**config.mk**
```make
export PLATFORM = sky130hd
export DESIGN_NAME = timer_array_flat
export DESIGN_NICKNAME = d
export VERILOG_FILES = /design/src/rtl/timer_array_if.sv /design/src/rtl/timer_array.sv /design/src/flat_wrapper.sv
export SDC_FILE = /design/constraint.sdc
export NUM_CORES = 1
export LEC_CHECK = 0
export ABC_CLOCK_PERIOD_IN_PS = 2000
export CAP_MARGIN = 30
export CELL_PAD_IN_SITES_DETAIL_PLACEMENT = 1
export CELL_PAD_IN_SITES_GLOBAL_PLACEMENT = 2
export CORE_MARGIN = 4
export CORE_UTILIZATION = 29
export CTS_BUF_LIST = sky130_fd_sc_hd__clkbuf_2 sky130_fd_sc_hd__clkbuf_4 sky130_fd_sc_hd__clkbuf_8
export DETAILED_ROUTE_END_ITERATION = 7
export GPL_TIMING_DRIVEN = 0
export HOLD_SLACK_MARGIN = 0.15
export PLACE_DENSITY_LB_ADDON = 0.1
export SLEW_MARGIN = 30
export SYNTH_ARGS = -nofsm -noshare
export SYNTH_HDL_FRONTEND = slang
export SYNTH_SLANG_ARGS = --single-unit
```
**constraint.sdc**
```tcl
create_clock -name clk -period 2 [get_ports clk]
set_input_delay 0.3 -clock clk [delete_from_list [all_inputs] [get_ports clk]]
set_output_delay 0.3 -clock clk [all_outputs]
set_load 0.02 [all_outputs]
```
**src/rtl/timer_array_if.sv**
```systemverilog
// Register/control bus between the SFR block and the timer array.
// The SFR side (master) drives configuration and write strobes and
// observes counters, captures and interrupt flags; the timer array
// is the slave.
interface timer_array_if #(
   parameter int CH    = 4,
   parameter int CNT_W = 16,
   parameter int PRE_W = 8,
   parameter int CH_W  = 2
);
   // configuration and pins
   logic [PRE_W-1:0]    prescale_div;
   logic [CH-1:0]       ext_in;
   logic [CH-1:0]       run;
   logic [2*CH-1:0]     mode;
   logic [CH-1:0]       src_ext;

   // register write port
   logic                wr_en;
   logic [CH_W-1:0]     wr_ch;
   logic                wr_reload;
   logic [CNT_W-1:0]    wr_data;

   // flag acknowledge
   logic [CH-1:0]       flag_clr;

   // status back to the SFR block and interrupt controller
   logic [CH*CNT_W-1:0] cnt_out;
   logic [CH*CNT_W-1:0] cap_out;
   logic [CH-1:0]       ovf;
   logic [CH-1:0]       cap_valid;

   modport master (
      output prescale_div, ext_in, run, mode, src_ext,
      output wr_en, wr_ch, wr_reload, wr_data, flag_clr,
      input  cnt_out, cap_out, ovf, cap_valid
   );

   modport slave (
      input  prescale_div, ext_in, run, mode, src_ext,
      input  wr_en, wr_ch, wr_reload, wr_data, flag_clr,
      output cnt_out, cap_out, ovf, cap_valid
   );
endinterface

```
**src/rtl/timer_array.sv**
```systemverilog
// Multi-channel 8051-style timer/counter array.
// CH independent up-counters share one programmable prescaler. Each
// channel runs free-run, auto-reload, one-shot or input-capture mode and
// can count prescaler ticks or falling edges on its external pin.
module timer_array #(
   parameter int CH    = 4,
   parameter int CNT_W = 16,
   parameter int PRE_W = 8,
   parameter int CH_W  = 2
) (
   input  logic         clk,
   input  logic         rst,
   timer_array_if.slave bus
);

   typedef enum logic [1:0] {
      MODE_FREE    = 2'b00,
      MODE_RELOAD  = 2'b01,
      MODE_ONESHOT = 2'b10,
      MODE_CAPTURE = 2'b11
   } mode_e;

   localparam logic [CNT_W-1:0] CNT_MAX = '1;

   // shared prescaler
   logic [PRE_W-1:0]            pre_cnt_q, pre_cnt_d;
   logic                        tick;

   // external pin synchroniser and falling-edge detector
   logic [CH-1:0]               sync1_q, sync2_q, prev_q;
   logic [CH-1:0]               fall_edge;

   // per-channel state; channel i lives in slot [i]
   logic [CH-1:0][CNT_W-1:0]    cnt_q, cnt_d;
   logic [CH-1:0][CNT_W-1:0]    reload_q, reload_d;
   logic [CH-1:0][CNT_W-1:0]    cap_q, cap_d;
   logic [CH-1:0]               armed_q, armed_d;
   logic [CH-1:0]               ovf_q, ovf_d;
   logic [CH-1:0]               cap_valid_q, cap_valid_d;

   // per-channel decoded strobes
   mode_e                       ch_mode [CH];
   logic [CH-1:0]               ev;
   logic [CH-1:0]               cap_ev;
   logic [CH-1:0]               wr_cnt_hit;
   logic [CH-1:0]               wr_rel_hit;
   logic [CH-1:0]               ovf_set;

   // Prescaler: one tick every prescale_div+1 cycles, restart from zero on tick.
   always_comb begin
      tick      = (pre_cnt_q == bus.prescale_div);
      pre_cnt_d = tick ? '0 : pre_cnt_q + PRE_W'(1);
   end

   // Falling edge seen on the synchronised pin (high last cycle, low now).
   assign fall_edge = prev_q & ~sync2_q;

   // Decode per-channel count, capture and write strobes.
   always_comb begin
      // NOTE: every output of a combinational block gets a value before any
      // condition, otherwise synthesis infers a latch to hold the old value.
      ev         = '0;
      cap_ev     = '0;
      wr_cnt_hit = '0;
      wr_rel_hit = '0;
      for (int i = 0; i < CH; i++) begin
         ch_mode[i]    = mode_e'(bus.mode[2*i +: 2]);
         // Capture mode always counts ticks; its pin edge is the capture strobe.
         ev[i]         = bus.run[i] &
                         (((ch_mode[i] == MODE_CAPTURE) || !bus.src_ext[i]) ? tick
                                                                             : fall_edge[i]);
         cap_ev[i]     = bus.run[i] & fall_edge[i] & (ch_mode[i] == MODE_CAPTURE);
         // Matching against each channel index means out-of-range selects hit nothing.
         wr_cnt_hit[i] = bus.wr_en & ~bus.wr_reload & (bus.wr_ch == CH_W'(i));
         wr_rel_hit[i] = bus.wr_en &  bus.wr_reload & (bus.wr_ch == CH_W'(i));
      end
   end

   // Per-channel counter, reload, capture and sticky-flag next state.
   always_comb begin
      cnt_d       = cnt_q;
      reload_d    = reload_q;
      cap_d       = cap_q;
      armed_d     = armed_q;
      ovf_set     = '0;
      ovf_d       = ovf_q;
      cap_valid_d = cap_valid_q;
      for (int i = 0; i < CH; i++) begin
         // A counter write takes priority over a coincident count event.
         if (wr_cnt_hit[i]) begin
            cnt_d[i]   = bus.wr_data;
            armed_d[i] = 1'b1;
         end else if (ev[i]) begin
            case (ch_mode[i])
               MODE_RELOAD: begin
                  if (cnt_q[i] == CNT_MAX) begin
                     cnt_d[i]   = reload_q[i];
                     ovf_set[i] = 1'b1;
                  end else begin
                     cnt_d[i]   = cnt_q[i] + CNT_W'(1);
                  end
               end
               MODE_ONESHOT: begin
                  // Once expired the channel ignores events until rewritten.
                  if (armed_q[i]) begin
                     cnt_d[i] = cnt_q[i] + CNT_W'(1);
                     if (cnt_q[i] == CNT_MAX) begin
                        armed_d[i] = 1'b0;
                        ovf_set[i] = 1'b1;
                     end
                  end
               end
               default: begin
                  // Free-run and capture: natural wrap from MAX to zero.
                  cnt_d[i] = cnt_q[i] + CNT_W'(1);
                  if (cnt_q[i] == CNT_MAX) begin
                     ovf_set[i] = 1'b1;
                  end
               end
            endcase
         end

         if (wr_rel_hit[i]) begin
            reload_d[i] = bus.wr_data;
         end

         // Capture the pre-increment value seen during this cycle.
         if (cap_ev[i]) begin
            cap_d[i] = cnt_q[i];
         end

         // A set in the same cycle as a clear wins.
         ovf_d[i]       = (ovf_q[i]       & ~bus.flag_clr[i]) | ovf_set[i];
         cap_valid_d[i] = (cap_valid_q[i] & ~bus.flag_clr[i]) | cap_ev[i];
      end
   end

   // State registers with synchronous active-high reset.
   always_ff @(posedge clk) begin
      // NOTE: sequential state uses non-blocking assignments so every register
      // samples its input from before the edge, independent of statement order.
      if (rst) begin
         pre_cnt_q   <= '0;
         sync1_q     <= '0;
         sync2_q     <= '0;
         prev_q      <= '0;
         // NOTE: these small per-channel arrays are plain flops, not RAM, so
         // every entry is cleared by reset like any other register.
         cnt_q       <= '0;
         reload_q    <= '0;
         cap_q       <= '0;
         armed_q     <= '1;
         ovf_q       <= '0;
         cap_valid_q <= '0;
      end else begin
         pre_cnt_q   <= pre_cnt_d;
         sync1_q     <= bus.ext_in;
         sync2_q     <= sync1_q;
         prev_q      <= sync2_q;
         cnt_q       <= cnt_d;
         reload_q    <= reload_d;
         cap_q       <= cap_d;
         armed_q     <= armed_d;
         ovf_q       <= ovf_d;
         cap_valid_q <= cap_valid_d;
      end
   end

   // All outputs come straight from registers.
   assign bus.cnt_out   = cnt_q;
   assign bus.cap_out   = cap_q;
   assign bus.ovf       = ovf_q;
   assign bus.cap_valid = cap_valid_q;

endmodule

```
**src/flat_wrapper.sv**
```systemverilog
// flat-port wrapper written by rule: the top's interface ports become plain ports
module timer_array_flat 
#(
   parameter int CH    = 4,
   parameter int CNT_W = 16,
   parameter int PRE_W = 8,
   parameter int CH_W  = 2
)
  (clk, rst, bus_prescale_div, bus_ext_in, bus_run, bus_mode, bus_src_ext, bus_wr_en, bus_wr_ch, bus_wr_reload, bus_wr_data, bus_flag_clr, bus_cnt_out, bus_cap_out, bus_ovf, bus_cap_valid);
  timer_array_if #(.CH(CH), .CNT_W(CNT_W), .PRE_W(PRE_W), .CH_W(CH_W)) bus_i ();
  input  logic clk;
  input  logic rst;
  input wire logic [$bits(bus_i.prescale_div)-1:0] bus_prescale_div;
  input wire logic [$bits(bus_i.ext_in)-1:0] bus_ext_in;
  input wire logic [$bits(bus_i.run)-1:0] bus_run;
  input wire logic [$bits(bus_i.mode)-1:0] bus_mode;
  input wire logic [$bits(bus_i.src_ext)-1:0] bus_src_ext;
  input wire logic [$bits(bus_i.wr_en)-1:0] bus_wr_en;
  input wire logic [$bits(bus_i.wr_ch)-1:0] bus_wr_ch;
  input wire logic [$bits(bus_i.wr_reload)-1:0] bus_wr_reload;
  input wire logic [$bits(bus_i.wr_data)-1:0] bus_wr_data;
  input wire logic [$bits(bus_i.flag_clr)-1:0] bus_flag_clr;
  output wire logic [$bits(bus_i.cnt_out)-1:0] bus_cnt_out;
  output wire logic [$bits(bus_i.cap_out)-1:0] bus_cap_out;
  output wire logic [$bits(bus_i.ovf)-1:0] bus_ovf;
  output wire logic [$bits(bus_i.cap_valid)-1:0] bus_cap_valid;
  assign bus_i.prescale_div = bus_prescale_div;
  assign bus_i.ext_in = bus_ext_in;
  assign bus_i.run = bus_run;
  assign bus_i.mode = bus_mode;
  assign bus_i.src_ext = bus_src_ext;
  assign bus_i.wr_en = bus_wr_en;
  assign bus_i.wr_ch = bus_wr_ch;
  assign bus_i.wr_reload = bus_wr_reload;
  assign bus_i.wr_data = bus_wr_data;
  assign bus_i.flag_clr = bus_flag_clr;
  assign bus_cnt_out = bus_i.cnt_out;
  assign bus_cap_out = bus_i.cap_out;
  assign bus_ovf = bus_i.ovf;
  assign bus_cap_valid = bus_i.cap_valid;
  timer_array #(.CH(CH), .CNT_W(CNT_W), .PRE_W(PRE_W), .CH_W(CH_W)) u_core (.clk(clk), .rst(rst), .bus(bus_i));
endmodule
```
**Word level (Yosys, flattened, before mapping)**

Cells that the tools add are included.
W data, S select, Z words.

- Eq/ne operators: 24
- Mux-type cells: 52
- Add/sub/neg operators: 5
- Reduce and logical (&&, ||, !) cells: 26
- Bitwise operators: 45

Operators with widths:

| cell | count |
|---|---|
| $mux W16 | 16 |
| $pmux W16 S2 | 4 |
| $add A16 B1 Y16 const B | 4 |
| $eq A16 B16 Y1 const B | 4 |
| $mux W1 | 32 |
| $and A1 B1 Y1 | 30 |
| $eq A2 B2 Y1 const B | 10 |
| $reduce_and A2 Y1 | 8 |
| $ne A3 B1 Y1 const B | 4 |
| $eq A2 B1 Y1 const B | 5 |
| $reduce_or A2 Y1 | 5 |
| $add A8 B1 Y8 const B | 1 |
| $eq A8 B8 Y1 | 1 |
| $or A1 B1 Y1 | 8 |
| $reduce_bool A2 Y1 | 4 |
| $not A1 Y1 | 5 |
| $and A4 B4 Y4 | 1 |
| $logic_not A1 Y1 | 4 |
| $logic_or A1 B1 Y1 | 4 |
| $not A4 Y4 | 1 |
| $logic_not A2 Y1 | 1 |

- Output and inout port bits: 136
- Register bits: 224

**Longest topological paths before layout**

- Depth in word-level cells: 7
- Depth in mapped cells: 8
- Depth with buffers taken out: 6

**Worst setup path after synthesis**

No wires, ideal clock.

- Path type: register to register
- Start point: register u_core.cnt_q (netlist bit u_core.bus.cnt_out[32])
- End point: register u_core.cnt_q (netlist bit u_core.bus.cnt_out[33])
- Cell stages (with the launch flop): 9
- Path slack: -129 ps
- Setup time: 127 ps
- Required time: 1873 ps
- Arrival time: 2002 ps
- Path buffers: 2
- Cell sequence: dfxtp_1 ha_1 nand3_1 or2_1 buf_6 or3_4 buf_6 mux2i_1 o211ai_1

- Word-level cells in the longest chain between the ends: 5
- Elaborated cells on any way between the ends: 7
- Classes of those cells: 1 x add/sub; 1 x eq/ne; 5 x mux

RTL lines:

| what | line | RTL |
|---|---|---|
| start: declaration | timer_array.sv:34 | `logic [CH-1:0][CNT_W-1:0] cnt_q, cnt_d;` |
| start signal: assignment | timer_array.sv:160 | `cnt_q <= cnt_d;` |
| $add A16 B1 Y16 / $eq A16 B16 Y1 (equally long branches) | - |  |
| $mux W16, on equally long branches | timer_array.sv:105, timer_array.sv:96 |  |
| $pmux W16 S2 (*) | timer_array.sv:94 | `case (ch_mode[i])` |
| $mux W16 (*) | timer_array.sv:93 | `end else if (ev[i]) begin` |
| $mux W16 (*) | timer_array.sv:90 | `if (wr_cnt_hit[i]) begin` |

Every way passes the cells marked *; elsewhere a longest branch is shown, timed or not. The select of a mux whose other input is x is not followed.
A chain may end at the register's enable or synchronous reset.

**Final worst setup path**

- Start point: input port bus_mode[3]
- End point: register u_core.cnt_q (netlist bit u_core.bus.cnt_out[28])

- Word-level cells in the longest chain between the ends: 6
- Elaborated cells on any way between the ends: 12
- Classes of those cells: 4 x eq/ne; 4 x mux; 1 x bitwise; 3 x reduce/logical

RTL lines:

| what | line | RTL |
|---|---|---|
| start: declaration | flat_wrapper.sv:16 | `input wire logic [$bits(bus_i.mode)-1:0] bus_mode;` |
| $eq A2 B2 Y1 | timer_array.sv:70 | `(((ch_mode[i] == MODE_CAPTURE) \|\| !bus.src_ext[i]) ? tick` |
| $logic_or A1 B1 Y1 | timer_array.sv:70 |  |
| $mux W1 | timer_array.sv:70 |  |
| $and A1 B1 Y1 | timer_array.sv:69 | `ev[i] = bus.run[i] &` |
| $reduce_bool A2 Y1 (no line) | - |  |
| $reduce_and A2 Y1 (no line) | - |  |

Several ways; a longest one is shown, not always the timed one. The select of a mux whose other input is x is not followed.

==> impl_metrics.json <==
{
  "status": "complete, no violations",
  "dp_hpwl_um": 32300,
  "drv_cap": 0,
  "netlist.area_leader.share_pct": 41.4,
  "grt_use_total_pct": 21.6,
  "grt_start_max_net_pins": 12,
  "routed_wl_um": 45200,
  "dr.first_iter.drc_count": 604,
  "power.leakage_uw": 0.00546,
  "synth-edff-count": 0,
  "die_w_um": 201,
  "cts_root_buffer": "clkbuf_8",
  "synth_top_area_cell": "dfxtp_1",
  "place_area_mm2": 0.0132,
  "clock_skew_ns": 0.0352,
  "ys.warnings.count": 0,
  "synthCells": 1367,
  "coreArea_mm2": 0.0367,
  "gp_congestion": 0.804,
  "crit_path_top_delay_cell": "clkdlybuf4s50_1",
  "synthArstFlopShare_pct": 0,
  "stdcell_area_mm2": 0.0147,
  "synth_area_mm2": 0.0108,
  "cts_tree": "done",
  "seqCellArea_mm2": 0.00454,
  "io_pins": 190,
  "synth.area.top_cells": "dfxtp_1 (41%), nand2_1 (12%), a21oi_1 (7.2%)",
  "synthesis.nets": 1426,
  "num_rows": 70,
  "drv_slew": 0,
  "synth_cell_types": 74,
  "ir_drop_uv": 318,
  "die_height_um": 201,
  "reg2reg_setup_slack_ns": 0.07,
  "drive_gt1_share_pct": 15.9,
  "vias": 11100,
  "via_per_inst": 5.25,
  "grt_pass1_vias": 11300,
  "fin_crit_sh_pct": 99.8,
  "critPathMaxFanout": 10,
  "max_freq_mhz": 501,
  "antenna_found_initial": 3,
  "finalSetupViolCount": 0,
  "cp-start-kind": "input pin",
  "fin_nets": 1667,
  "p_int_uw": 7720,
  "tightest_slew_ns": 0.928,
  "area_growth_pct": 35.9,
  "fill_cells": 4403,
  "start_util_pct": 29.5,
  "cts_num_sinks": 224,
  "fin_tns_setup_ns": 0,
  "overflow": 0,
  "rsz0062_at_grt": "yes",
  "ys_seq_area_share_pct": 41.4,
  "p_switching_uw": 2870,
  "fin_crit_ns": 2.00,
  "utilization_pct": 40.1,
  "crit_required_ns": 2.43,
  "seqPwrFrac_pct": 44.2,
  "pwr-share-clk_pct": 46.9,
  "clkTransAtPathRegs_ns": 0.06,
  "postSynthAreaPerCell_um2": 7.92,
  "endpoint_kind": "register",
  "drc": 0,
  "port-buffer-count": 175,
  "clockBufferDepth": 3,
  "clock_latency_ns": 0.61,
  "wl_per_cell_um": 21.4,
  "timing.hold.ws_ns": 0.189,
  "hold_viol": 0,
  "multi_input_area_mm2": 0.00621,
  "setup.worst_path.class": "in -> reg",
  "ant_nets": 0,
  "ys.flop_type": "dfxtp_1",
  "die-area_mm2": 0.0405,
  "grt_pass1_wl_um": 69300,
  "power.total_uw": 10600,
  "htree_levels": 2,
  "power_frac_comb_pct": 8.9,
  "netSwitchingFraction_pct": 27.1,
  "path_buf_inv": 3,
  "crit_chain": "clkdlybuf4s50_1 > inv_1 > o31a_1 > clkbuf_1 > a21boi_0 > a21oi_4 > o221ai_1",
  "hold_path_class": "in -> reg",
  "ys_ff_latch": 224,
  "max-slew-margin-rel_pct": 38.2,
  "p_per_area_mw_per_mm2": 720,
  "cts_made_buffers": 44,
  "firstDrtPassIters": 5,
  "max_stage_delay_ns": 0.50,
  "crit_arrival_ns": 2.43,
  "crit_family": "buffers and inverters"
}
==> routing by layer <==
metal / wire (µm) / share of wire, % / vias to the layer above / track usage [%]
met5: 29 / 0.064 / - / 0
met4: 1180 / 2.6 / 6 / 5.91
met3: 2310 / 5.1 / 88 / 4.63
met2: 20000 / 44 / 283 / 33.8
met1: 21600 / 48 / 5403 / 30.4
li1: - / - / 5293 / -
==> power groups by stage <==
stage	combinational, µW	clock [µW]	sequential, µW
detailed placement	916	0	4770
global route	1020	5360	4690
floorplan	425	0	4780
finish	941	4970	4680
global placement	905	0	4770
CTS	923	5160	4680
==> cells by family after synthesis <==
kind of cell	Yosys count	share of synthesized area [%]
xor gates and xnor gates	60	4.86
buffers and inverters	120	4.71
adders and majority gates	5	0.578
muxes	46	4.43
AOI/OAI and AO/OA	294	17.0
DFF	224	41.4
and+or+nand+nor	618	27.0
==> area by class of cell <==
type                    count  area share, %
multi-input cells        1023           42.2
clock buffers              69           6.07
inverters                  21          0.536
plain buffers              95           3.15
diodes                      1         0.0170
well taps                 468           3.98
flip-flops and latches    224           30.9
clock inverters             9          0.340
repair buffers            199           12.8
==> layout by cell type, fill, tap and decap left out, types with 6 or more instances in the layout <==
cell,count
o221ai_1,9
nor3_1,17
nor2_1,48
buf_2,13
and2_1,9
o211ai_1,16
clkbuf_4,12
mux2_2,15
nor2b_1,19
dfxtp_1,189
and4_1,16
dfxtp_4,6
clkbuf_8,60
nor4_1,9
nand3_1,33
a311oi_1,18
xor2_1,23
a21oi_1,155
buf_4,30
xnor2_1,33
dlygate4sd2_1,47
nand2b_1,12
clkbuf_2,9
inv_1,20
clkdlybuf4s50_1,127
clkbuf_1,52
o21ai_0,6
a211oi_1,15
mux2i_1,30
nand2_1,352
nand4_1,30
and3_1,17
clkinv_2,7
dfxtp_2,29
a31oi_1,28
==> tightest hold or removal path: cells and delay by family <==
family                 cells  cell delay, ns
AOI/OAI and AO/OA          1            0.05
buffers and inverters      1            0.26
and+or+nand+nor            1            0.13
==> flip-flops by register name, summed over array words and instances (netlist names) <==
register and count:
u_core.bus.cnt_out 64, u_core.sync1_q 4, u_core.bus.ovf 4, u_core.reload_q 64, u_core.armed_q 4, u_core.bus.cap_valid 4, u_core.prev_q 4, u_core.bus.cap_out 64
u_core.pre_cnt_q 8, u_core.sync2_q 4
==> Yosys cell counts (all sizes together) (2+ instances only) <==
master / number
and2: 11
nor3b: 3
xor2: 23
inv: 21
nand2: 355
a221o: 3
a21oi: 157
nand3: 41
nand4: 32
and4: 19
a211o: 2
buf: 31
nand4b: 2
a311oi: 22
or4b: 2
o21ai: 11
o311ai: 6
o221ai: 9
o31a: 3
nor4: 17
nand2b: 12
or2: 2
nor3: 23
mux2: 15
xnor2: 37
a41oi: 4
ha: 5
clkbuf: 68
a31oi: 28
nor2: 51
a21o: 2
dfxtp: 224
o31ai: 5
o211ai: 16
nor2b: 20
mux2i: 31
a21boi: 5
a211oi: 15
and3: 20
==> final timing paths <==
kind,start,endpoint,cells past startpoint
worst min register to register,u_core.sync1_q[3],u_core.sync2_q[3],1
worst max register to register,u_core.armed_q[1],u_core.bus.cnt_out[28],5
worst min-delay path,bus_wr_data[1],u_core.reload_q[17],3
worst max-delay path,bus_mode[3],u_core.bus.cnt_out[28],7
==> per-stage QoR <==
step,instances,setup WS (ns)
floorplan,1367,0.00329
global placement,2010,-1.12
detailed placement,2010,-1.12
CTS,2099,0.00322
global route,2108,-0.0438
finish,2109,0.00473
==> timing repair <==
| item | CTS | global route |
|---|---|---|
| cloned | 0 | 1 |
| endpoints found under the setup margin | 172 | 97 |
| resized for setup | 120 | 74 |
| endpoints found under the hold margin | 4 | 0 |
| buffers inserted | 12 | 10 |
| hold buffers | 1 | 0 |
| pin swaps | 6 | 8 |
Power figures use the tool's default switching activity.
